## config.mk

```make
export PLATFORM = sky130hd
export DESIGN_NAME = conv2_maxpool
export DESIGN_NICKNAME = d
export VERILOG_FILES = /design/src/rtl/conv2_maxpool.sv
export SDC_FILE = /design/constraint.sdc
export NUM_CORES = 1
export LEC_CHECK = 0
export BUFFER_PORTS_ARGS = -buffer_cell sky130_fd_sc_hd__buf_2
export CORE_MARGIN = 4
export CORE_UTILIZATION = 35
export DETAILED_ROUTE_END_ITERATION = 6
export GPL_ROUTABILITY_DRIVEN = 1
export PLACE_DENSITY_LB_ADDON = 0.15
export SYNTH_ARGS = -nofsm -noshare
export SYNTH_HDL_FRONTEND = slang
export SYNTH_SLANG_ARGS = --single-unit
```

## constraint.sdc

```tcl
create_clock -name clk -period 2.8 [get_ports clk]
set_input_delay 0.14 -clock clk [delete_from_list [all_inputs] [get_ports clk]]
set_output_delay 0.14 -clock clk [all_outputs]
set_load 0.03 [all_outputs]
```

## src/rtl/conv2_maxpool.sv

```systemverilog
// 2x2 stride-2 binary max-pool (per-channel OR) over a raster pixel stream.
// Odd trailing row/column are dropped; outputs are fully registered.
module conv2_maxpool #(
    parameter int WIDTH  = 11,
    parameter int HEIGHT = 11,
    parameter int CH     = 16
) (
    input  logic          clk,
    input  logic          rst_n,
    input  logic [CH-1:0] pixel_in,
    input  logic          valid_in,
    output logic [CH-1:0] pool_out,
    output logic          valid_out,
    output logic          frame_done
);

    localparam int OW = WIDTH / 2;
    localparam int OH = HEIGHT / 2;
    localparam int CW = $clog2(WIDTH);
    localparam int RW = $clog2(HEIGHT);
    localparam int IW = (OW > 1) ? $clog2(OW) : 1;

    logic [CW-1:0] col_cnt_reg, col_cnt_next;
    logic [RW-1:0] row_cnt_reg, row_cnt_next;
    logic [CH-1:0] hold_reg;
    logic [CH-1:0] rd_reg;
    logic [CH-1:0] pool_reg;
    logic          valid_reg;
    logic          done_reg;
    logic [CH-1:0] line_buf_reg [OW];

    logic          col_last, row_last;
    logic          col_in, row_in;
    logic          col_odd, row_odd;
    logic          hold_en, lb_we, pool_en;
    logic [IW-1:0] lb_idx;
    logic [OW-1:0] lb_sel;

    always_comb begin
        col_last = (col_cnt_reg == CW'(WIDTH - 1));
        row_last = (row_cnt_reg == RW'(HEIGHT - 1));
        col_in   = (int'(col_cnt_reg) < 2 * OW);
        row_in   = (int'(row_cnt_reg) < 2 * OH);
        col_odd  = col_cnt_reg[0];
        row_odd  = row_cnt_reg[0];
        lb_idx   = IW'(col_cnt_reg >> 1);
        hold_en  = valid_in & col_in & ~col_odd;
        lb_we    = valid_in & col_in & col_odd & row_in & ~row_odd;
        pool_en  = valid_in & col_in & col_odd & row_in & row_odd;

        col_cnt_next = col_cnt_reg;
        row_cnt_next = row_cnt_reg;
        if (valid_in) begin
            if (col_last) begin
                col_cnt_next = '0;
                row_cnt_next = row_last ? '0 : row_cnt_reg + 1'b1;
            end else begin
                col_cnt_next = col_cnt_reg + 1'b1;
            end
        end
    end

    for (genvar gi = 0; gi < OW; gi++) begin : g_lb_sel
        assign lb_sel[gi] = lb_we && (lb_idx == IW'(gi));
    end

    // The line-buffer entry needed at an odd column is fetched when its even
    // partner is accepted, so the pooling OR sees a registered read.
    always_ff @(posedge clk) begin
        if (!rst_n) begin
            col_cnt_reg <= '0;
            row_cnt_reg <= '0;
            hold_reg    <= '0;
            rd_reg      <= '0;
            pool_reg    <= '0;
            valid_reg   <= 1'b0;
            done_reg    <= 1'b0;
            for (int i = 0; i < OW; i++) begin
                line_buf_reg[i] <= '0;
            end
        end else begin
            col_cnt_reg <= col_cnt_next;
            row_cnt_reg <= row_cnt_next;
            if (hold_en) begin
                hold_reg <= pixel_in;
                rd_reg   <= line_buf_reg[lb_idx];
            end
            for (int i = 0; i < OW; i++) begin
                if (lb_sel[i]) begin
                    line_buf_reg[i] <= hold_reg | pixel_in;
                end
            end
            valid_reg <= pool_en;
            if (pool_en) begin
                pool_reg <= hold_reg | pixel_in | rd_reg;
            end
            done_reg <= valid_in & col_last & row_last;
        end
    end

    assign pool_out   = pool_reg;
    assign valid_out  = valid_reg;
    assign frame_done = done_reg;

endmodule

```

==> flow_summary.yaml, run 1 <==
sta:
  setup_tns_ns: 0
  timing.slew.headroom_pct: 40.8
  skew_ns: 0.00780
  hold-worst-slack_ns: 0.0323
  finalCriticalPeriod_ns: 2.05
  setup_viol: 0
  hold_violations: 0
  tightest_slew_ns: 0.889
  fmaxAchievable_ghz: 0.489
  drv_slew: 0
  final.period_utilization_pct: 73.0
  rsz0062_at_grt: "false"
clock_network:
  cts_sinks: 138
  clock_path_buffers: 2
  root_buffer: "clkbuf_16"
  cts_tree: "yes"
  clk_latency_ns: 0.42
  cts_buffers: 17
  clkTransAtPathRegs_ns: 0.05
  htreeDepth: 4
  cts_setup_buffers: 0
placement:
  dp_hpwl_mm: 9.15
  placement.io_buffers: 36
  place_congestion: 0.731
cells_and_area:
  area_delta_synth_final_pct: 18.4
  largest_register_ffs: 80
  final_layout_size_suffix_gt1_share_pct: 22.2
  fillCellCount: 1532
  diodes: 0
  layout.nets: 536
  postLayoutCoreUtil_pct: 42.6
synth:
  syn_area_mm2: 0.00575
  ys_seq_area_share_pct: 61.9
  synthTopCellsByArea: "edfxtp_1, dfxtp_1, mux2_2"
  synth_nets: 490
  synth-edff-count: 80
  synth_cell_types: 47
  avgSynthCellArea_um2: 12.3
  yosysTopAreaCell: "edfxtp_1"
  ys.warnings.count: 0
  yosys.area.top_type_share_pct: 41.8
  ys.flop_type: "edfxtp_1"
  ys_ff_latch: 138
  synth-async-reset-ratio_pct: 0
  syn_inst: 469
  synth_common_cells: "edfxtp_1, dfxtp_1, nor2_1"
  yosys.cell_count.top_type: "edfxtp_1"
setup_path:
  start_kind: "flop"
  r2r_slack_ns: 0.75
  end_kind: "flop"
  required_ns: 2.95
  arrival_ns: 2.19
  rr_startpoint: "col_cnt_reg[1]$_SDFFE_PN0P_"
  critical_path_class: "reg -> reg"
  rr_worst_depth: 3
  regToRegEndpoint: "line_buf_reg[2][4]$_DFFE_PP_"
  path_max_fanout: 18
power_and_ir_drop:
  ir_drop_mv: 0.440
  power_leakage_nw: 2.44
  p_per_area_mw_per_mm2: 685
die:
  chipWidth_um: 136
  die_area_mm2: 0.0186
  core_mm2: 0.0160
  start_util_pct: 36.0
  die_h_um: 136
  boundaryPins: 37
  rows: 46
min_path:
  hold_end: "hold_reg[7]$_SDFFE_PN0P_"
  worstHoldPathType: "in -> reg"
  hp-start: "pixel_in[7]"
  hold_depth: 3
global_route:
  antenna_found_initial: 0
  grt_pass1_vias: 4094
  grt_usage_pct: 17.1
  grt_pass1_wl_mm: 23.3
  grt_overflow: 0
  grt_max_degree: 36
route:
  drcViolationCount: 0
  wirelength_mm: 15.0
  vias_per_cell: 5.42
  dr.pass1.iters: 4
  drtIter0Drc: 218
  ant_nets: 0
  routedWlPerCell_um: 20.1
  num_vias: 4031
status:
  outcome: "finished clean"
flow_run:
  max-cap-violations: 0
worst max-delay path, stage by stage (launching register included):
cell and delay, ns:
dfxtp_1 0.63, or2_1 0.76, o21ai_1 0.11, buf_4 0.26
worst max path at each step:
| stage | startpoint | endpoint | slack [ns] | cells after the start |
|---|---|---|---|---|
| floorplan | col_cnt_reg[1]$_SDFFE_PN0P_ | line_buf_reg[0][0]$_DFFE_PP_ | 0.13 | 5 |
| global placement | col_cnt_reg[1]$_SDFFE_PN0P_ | line_buf_reg[0][14]$_DFFE_PP_ | 0.74 | 3 |
| detailed placement | col_cnt_reg[1]$_SDFFE_PN0P_ | line_buf_reg[0][14]$_DFFE_PP_ | 0.74 | 3 |
| CTS | col_cnt_reg[1]$_SDFFE_PN0P_ | line_buf_reg[0][2]$_DFFE_PP_ | 0.73 | 3 |
| global route | row_cnt_reg[1]$_SDFFE_PN0P_ | line_buf_reg[1][1]$_DFFE_PP_ | 0.57 | 3 |
| finish | col_cnt_reg[1]$_SDFFE_PN0P_ | line_buf_reg[2][4]$_DFFE_PP_ | 0.75 | 3 |
where the power goes:
part | internal [W] | leakage (nW) | switching [W]
combinational | 0.000109 | 0.871 | 0.000201
clock | 0.00129 | 0.267 | 0.000792
sequential | 0.00224 | 1.30 | 0.0000388
total | 0.00364 | 2.44 | 0.00103
kinds of logic (layout without fill, tap and decap cells):
kind of cell / Yosys count / count (layout) / synth area share (%)
AOI/OAI and AO/OA: 147 / 147 / 18.2
xor gates and xnor gates: 1 / 1 / 0.152
adders and majority gates: 2 / 2 / 0.435
buffers and inverters: 46 / 105 / 4.68
DFF: 138 / 138 / 61.9
muxes: 19 / 19 / 3.68
and+or+nand+nor: 116 / 116 / 10.9
routing by layer:
metal  vias up  track usage [%]  part of all wire [%]
met5         -                0                     0
met4         0             6.55                   1.7
met3        22             3.92                   4.2
met2       112             27.8                    48
met1      1993             22.4                    46
li1       1904                -                     -
layout make-up:
class                           instances  area (um^2)  area share, %
Sequential cell                       138         3560           52.3
Inverter                                3         11.3          0.165
Clock inverter                         11          104           1.52
Timing Repair Buffer                   70          473           6.94
Tap cell                              216          270           3.97
Clock buffer                           21          440           6.46
Multi-Input combinational cell        285         1950           28.6
through the flow:
stage | cell area [um^2] | total power (W) | std cells | worst slack (ns)
floorplan | 5760 | 0.00249 | 469 | 0.129
global placement | 6120 | 0.00261 | 697 | 0.744
detailed placement | 6120 | 0.00261 | 697 | 0.742
CTS | 6810 | 0.00472 | 744 | 0.734
global route | 6810 | 0.00485 | 744 | 0.566
finish | 6810 | 0.00467 | 744 | 0.755
placed cells by master, fill, tap and decap left out, types with 18 or more instances in the layout:
cell type / instances
nor2_1: 36
dfxtp_1: 57
o21ai_0: 22
edfxtp_1: 80
a211oi_1: 21
a21oi_1: 20
buf_2: 36
nand3_1: 18
nor2b_1: 20
buf_4: 19
what timing repair did:
action	4_1_cts	5_1_grt
resized for setup	0	0
hold endpoints to repair	15	0
hold buffers	15	0
No activity file was read; power rests on OpenSTA's default activity.
==> run 2: changes to the inputs <==
- ABC_AREA: not set -> 1
- clock period: 2.8 -> 1.9 ns (I/O delays scaled with it)
==> flow_summary.yaml, run 2 <==
synth:
  synthTopCellsByArea: "edfxtp_1, dfxtp_1, nor2_1"
  syn_area_mm2: 0.00547
  ys_seq_area_share_pct: 65.1
  synth_cell_types: 32
  yosys.area.top_type_share_pct: 43.9
  ys.flop_type: "edfxtp_1"
  synth-async-reset-ratio_pct: 0
  synth_nets: 573
  yosysTopAreaCell: "edfxtp_1"
  syn_inst: 552
  synth-edff-count: 80
  avgSynthCellArea_um2: 9.91
  yosys.cell_count.top_type: "nor2_1"
  synth_common_cells: "nor2_1, nand2_1, edfxtp_1"
  ys.warnings.count: 0
  ys_ff_latch: 138
setup_path:
  required_ns: 2.06
  critical_path_class: "reg -> reg"
  regToRegEndpoint: "line_buf_reg[3][13]$_DFFE_PP_"
  end_kind: "flop"
  path_max_fanout: 16
  critPathCapture: "line_buf_reg[3][13]$_DFFE_PP_"
  worstSetupStartpoint: "col_cnt_reg[2]$_SDFFE_PN0P_"
  start_kind: "flop"
  rr_startpoint: "col_cnt_reg[2]$_SDFFE_PN0P_"
  r2r_slack_ns: 0.20
  arrival_ns: 1.85
  rr_worst_depth: 8
route:
  routedWlPerCell_um: 15.8
  wirelength_mm: 13.4
  drcViolationCount: 0
  dr.pass1.iters: 4
  drtIter0Drc: 271
  num_vias: 4007
  vias_per_cell: 4.74
  ant_nets: 0
cells_and_area:
  area_delta_synth_final_pct: 24.6
  fin_area_mm2: 0.00682
  final_common_cell: "nor2_1"
  mostFrequentLayoutCells: "nor2_1, nand2_1, edfxtp_1"
  final_layout_size_suffix_gt1_share_pct: 17.8
  diodes: 0
  largest_register_ffs: 80
  layout.nets: 642
global_route:
  use_met1_pct: 19.1
  busiest_layer: "met2"
  grt_pass1_wl_mm: 21.2
  grt_usage_pct: 15.8
  grt_use_met3_pct: 4.07
  antenna_found_initial: 0
  grt_overflow: 0
  grt_pass1_vias: 3970
  met2_usage_pct: 27.1
  grt_max_degree: 43
sta:
  setup_viol: 0
  tightest_slew_ns: 0.589
  rsz0062_at_grt: "false"
  setup_tns_ns: 0
  hold_violations: 0
  drv_slew: 0
  final.period_utilization_pct: 89.5
  timing.slew.headroom_pct: 60.7
  skew_ns: 0.00662
  finalCriticalPeriod_ns: 1.70
  fmaxAchievable_ghz: 0.588
min_path:
  worstHoldPathType: "in -> reg"
die:
  die_h_um: 133
  chipWidth_um: 133
  die_area_mm2: 0.0177
  boundaryPins: 37
  start_util_pct: 35.9
  rows: 45
  core_mm2: 0.0153
clock_network:
  root_buffer: "clkbuf_16"
  cts_sinks: 138
  cts_setup_buffers: 0
  cts_buffers: 17
  clk_latency_ns: 0.42
  clock_path_buffers: 2
  htreeDepth: 4
  clkTransAtPathRegs_ns: 0.06
  cts_tree: "yes"
status:
  outcome: "finished clean"
placement:
  placement.io_buffers: 36
  placed_area_mm2: 0.00603
  dp_hpwl_mm: 8.70
  place_congestion: 0.747
power_and_ir_drop:
  ir_drop_mv: 0.706
  p_per_area_mw_per_mm2: 1070
  power_leakage_nw: 2.93
flow_run:
  max-cap-violations: 0
[run 2: how the worst min path moves through the flow]
stage | startpoint | endpoint | slack, ns | depth (start not counted)
2_1_floorplan | pixel_in[11] | hold_reg[11]$_SDFFE_PN0P_ | 0.26 | 2
3_3_place_gp | pixel_in[8] | hold_reg[8]$_SDFFE_PN0P_ | 0.36 | 3
3_5_place_dp | pixel_in[11] | hold_reg[11]$_SDFFE_PN0P_ | 0.37 | 3
4_1_cts | valid_in | col_cnt_reg[1]$_SDFFE_PN0P_ | 0.03 | 3
5_1_grt | valid_in | col_cnt_reg[1]$_SDFFE_PN0P_ | 0.05 | 3
6_report | valid_in | col_cnt_reg[2]$_SDFFE_PN0P_ | 0.04 | 3
[run 2: layout make-up]
class,count,area [um^2]
fill,1446,8440
sequential,138,3560
multi-input combinational,342,1620
timing repair buffer,74,559
clock buffer,23,522
tap,211,264
inverter,48,180
clock inverter,9,106
[run 2: what timing repair did]
| item | 4_1_cts | 5_1_grt |
|---|---|---|
| hold endpoints to repair | 16 | 0 |
| setup endpoints to repair | 0 | 70 |
| hold buffers | 16 | 0 |
| gates resized for setup | 0 | 1 |
[run 2: logic make-up after synthesis]
| kind of cell | count (synthesis) | synth area share (%) |
|---|---|---|
| fa+ha+maj | 2 | 0.457 |
| simple gates | 253 | 19.9 |
| compound gates | 84 | 8.60 |
| buf+inv | 72 | 5.42 |
| xor+xnor | 3 | 0.480 |
| flops | 138 | 65.1 |
[run 2: power by group]
part | leakage [nW] | internal, W | switching, W
clock | 0.302 | 0.00220 | 0.00124
combinational | 1.33 | 0.000180 | 0.000284
sequential | 1.30 | 0.00331 | 0.0000525
[run 2: layer usage]
layer,up-vias,routed length (um),part of all wire [%]
li1,1973,-,-
met1,1965,5990,45
met2,49,6810,51
met3,20,354,2.7
met4,0,193,1.4
met5,-,0,0
[run 2: through the flow]
step                      power [W]  cells  hold WS, ns  util, %  setup WS [ns]
after global routing        0.00754    845       0.0523     44.7         0.0262
after detailed placement    0.00387    797        0.368     39.5          0.155
after CTS                   0.00734    845       0.0334     44.7          0.146
after floorplan             0.00369    552        0.260        -         0.0562
after global placement      0.00386    797        0.360     39.5          0.171
final                       0.00727    845       0.0445     44.7          0.200
[run 2: critical path, stage by stage, from the launching register on]
cell      delay, ns
dfxtp_1        0.46
inv_1          0.09
nand2_1        0.15
nor2_1         0.09
o211ai_1       0.20
nand3_2        0.09
buf_6          0.18
nand2_1        0.08
inv_1          0.09
==> run 3: changes to the inputs <==
- CTS_BUF_LIST: not set -> sky130_fd_sc_hd__clkbuf_4 sky130_fd_sc_hd__clkbuf_8
==> flow_summary.yaml, run 3 (synthesized netlist as in run 2, its figures left out) <==
route:
  wl_met2_mm: 6.74
  ant_nets: 0
  wirelength_mm: 13.3
  vias_per_cell: 4.71
  routedWlPerCell_um: 15.7
  wl_met1_mm: 6.10
  drtIter0Drc: 274
  dr.pass1.iters: 4
  drcViolationCount: 0
  routed.top_layer: "met4"
  wl_met3_um: 349
  num_vias: 3988
clock_network:
  htreeDepth: 4
  cts_sinks: 138
  clkTransAtPathRegs_ns: 0.07
  clk_latency_ns: 0.45
  cts_tree: "yes"
  clock_path_buffers: 2
  cts_setup_buffers: 0
  cts_buffers: 17
  root_buffer: "clkbuf_8"
cells_and_area:
  final_layout_size_suffix_gt1_share_pct: 18.1
  diodes: 0
  layout.cells.non_filler: 846
  mostFrequentLayoutCells: "nor2_1, nand2_1, edfxtp_1"
  area_delta_synth_final_pct: 21.7
  fillCellCount: 1468
  final_common_cell: "nor2_1"
  layout.nets: 643
  largest_register_ffs: 80
  postLayoutCoreUtil_pct: 43.6
  fin_area_mm2: 0.00666
flow_run:
  max-cap-violations: 0
die:
  core_mm2: 0.0153
  die_h_um: 133
  chipWidth_um: 133
  rows: 45
  start_util_pct: 35.9
  boundaryPins: 37
  die_area_mm2: 0.0177
placement:
  dp.cells: 797
  placement.io_buffers: 36
  dp_hpwl_mm: 8.70
  place_congestion: 0.747
  placed_area_mm2: 0.00603
sta:
  hold_violations: 0
  rsz0062_at_grt: "false"
  setup_viol: 0
  fmaxAchievable_ghz: 0.586
  skew_ns: 0.0137
  tightest_slew_ns: 0.586
  timing.slew.headroom_pct: 60.9
  drv_slew: 0
  final.period_utilization_pct: 89.8
  setup_tns_ns: 0
  finalCriticalPeriod_ns: 1.71
setup_path:
  path_max_fanout: 16
  arrival_ns: 1.89
  required_ns: 2.08
  end_kind: "flop"
  critical_path_class: "reg -> reg"
  start_kind: "flop"
global_route:
  grt_overflow: 0
  grt_usage_pct: 15.6
  grt_pass1_wl_mm: 21.1
  antenna_found_initial: 0
  grt_pass1_vias: 3910
  grt_max_degree: 43
status:
  outcome: "finished clean"
power_and_ir_drop:
  ir_drop_mv: 0.508
  power_leakage_nw: 2.86
  p_per_area_mw_per_mm2: 986
min_path:
  worstHoldPathType: "in -> reg"
==> run 3: area by class of cell <==
class                   instances  area [um^2]  area share, %
multi-input cells             342         1620           24.4
inverters                      48          180           2.71
flip-flops and latches        138         3560           53.5
repair buffers                 75          569           8.55
clock buffers                  20          263           3.95
clock inverters                12          196           2.95
well taps                     211          264           3.96
==> run 3: report_power, final <==
| group | total (W) | internal [W] | switching [W] |
|---|---|---|---|
| clock | 0.00274 | 0.00162 | 0.00112 |
| combinational | 0.000465 | 0.000181 | 0.000284 |
| sequential | 0.00336 | 0.00331 | 0.0000524 |
==> run 3: critical path, stage by stage (launching register included) <==
cell and delay [ns]:
dfxtp_1 0.46, inv_1 0.09, nand2_1 0.16, nor2_1 0.09
o211ai_1 0.20, nand3_2 0.09, buf_6 0.18, nand2_1 0.08
inv_1 0.08
==> run 3: repair_timing <==
item / in CTS / in global routing
endpoints found under the setup margin: 0 / 67
hold buffers: 17 / 0
endpoints found under the hold margin: 25 / 0
gates resized for setup: 0 / 1
==> run 3: per-stage QoR <==
stage	hold slack [ns]	setup WS, ns	power, W
after global routing	0.234	0.0138	0.00684
after detailed placement	0.368	0.155	0.00387
after CTS	0.201	0.138	0.00663
after floorplan	0.260	0.0562	0.00369
final	0.211	0.194	0.00657
after global placement	0.360	0.171	0.00386
==> run 3: worst paths after layout <==
path,cells past startpoint,slack [ns],from,to
max reg2reg,8,0.19,col_cnt_reg[2]$_SDFFE_PN0P_,line_buf_reg[2][14]$_DFFE_PP_
min reg2reg,2,0.47,rd_reg[10]$_SDFFE_PN0P_,rd_reg[10]$_SDFFE_PN0P_
min,4,0.21,rst_n,frame_done$_SDFF_PN0_
max,8,0.19,col_cnt_reg[2]$_SDFFE_PN0P_,line_buf_reg[2][14]$_DFFE_PP_
==> run 3: layer usage <==
layer	up-vias	global-route usage (%)
met5	-	0
met4	0	4.33
met3	14	4.26
met2	48	26.7
met1	1952	19.3
li1	1974	-
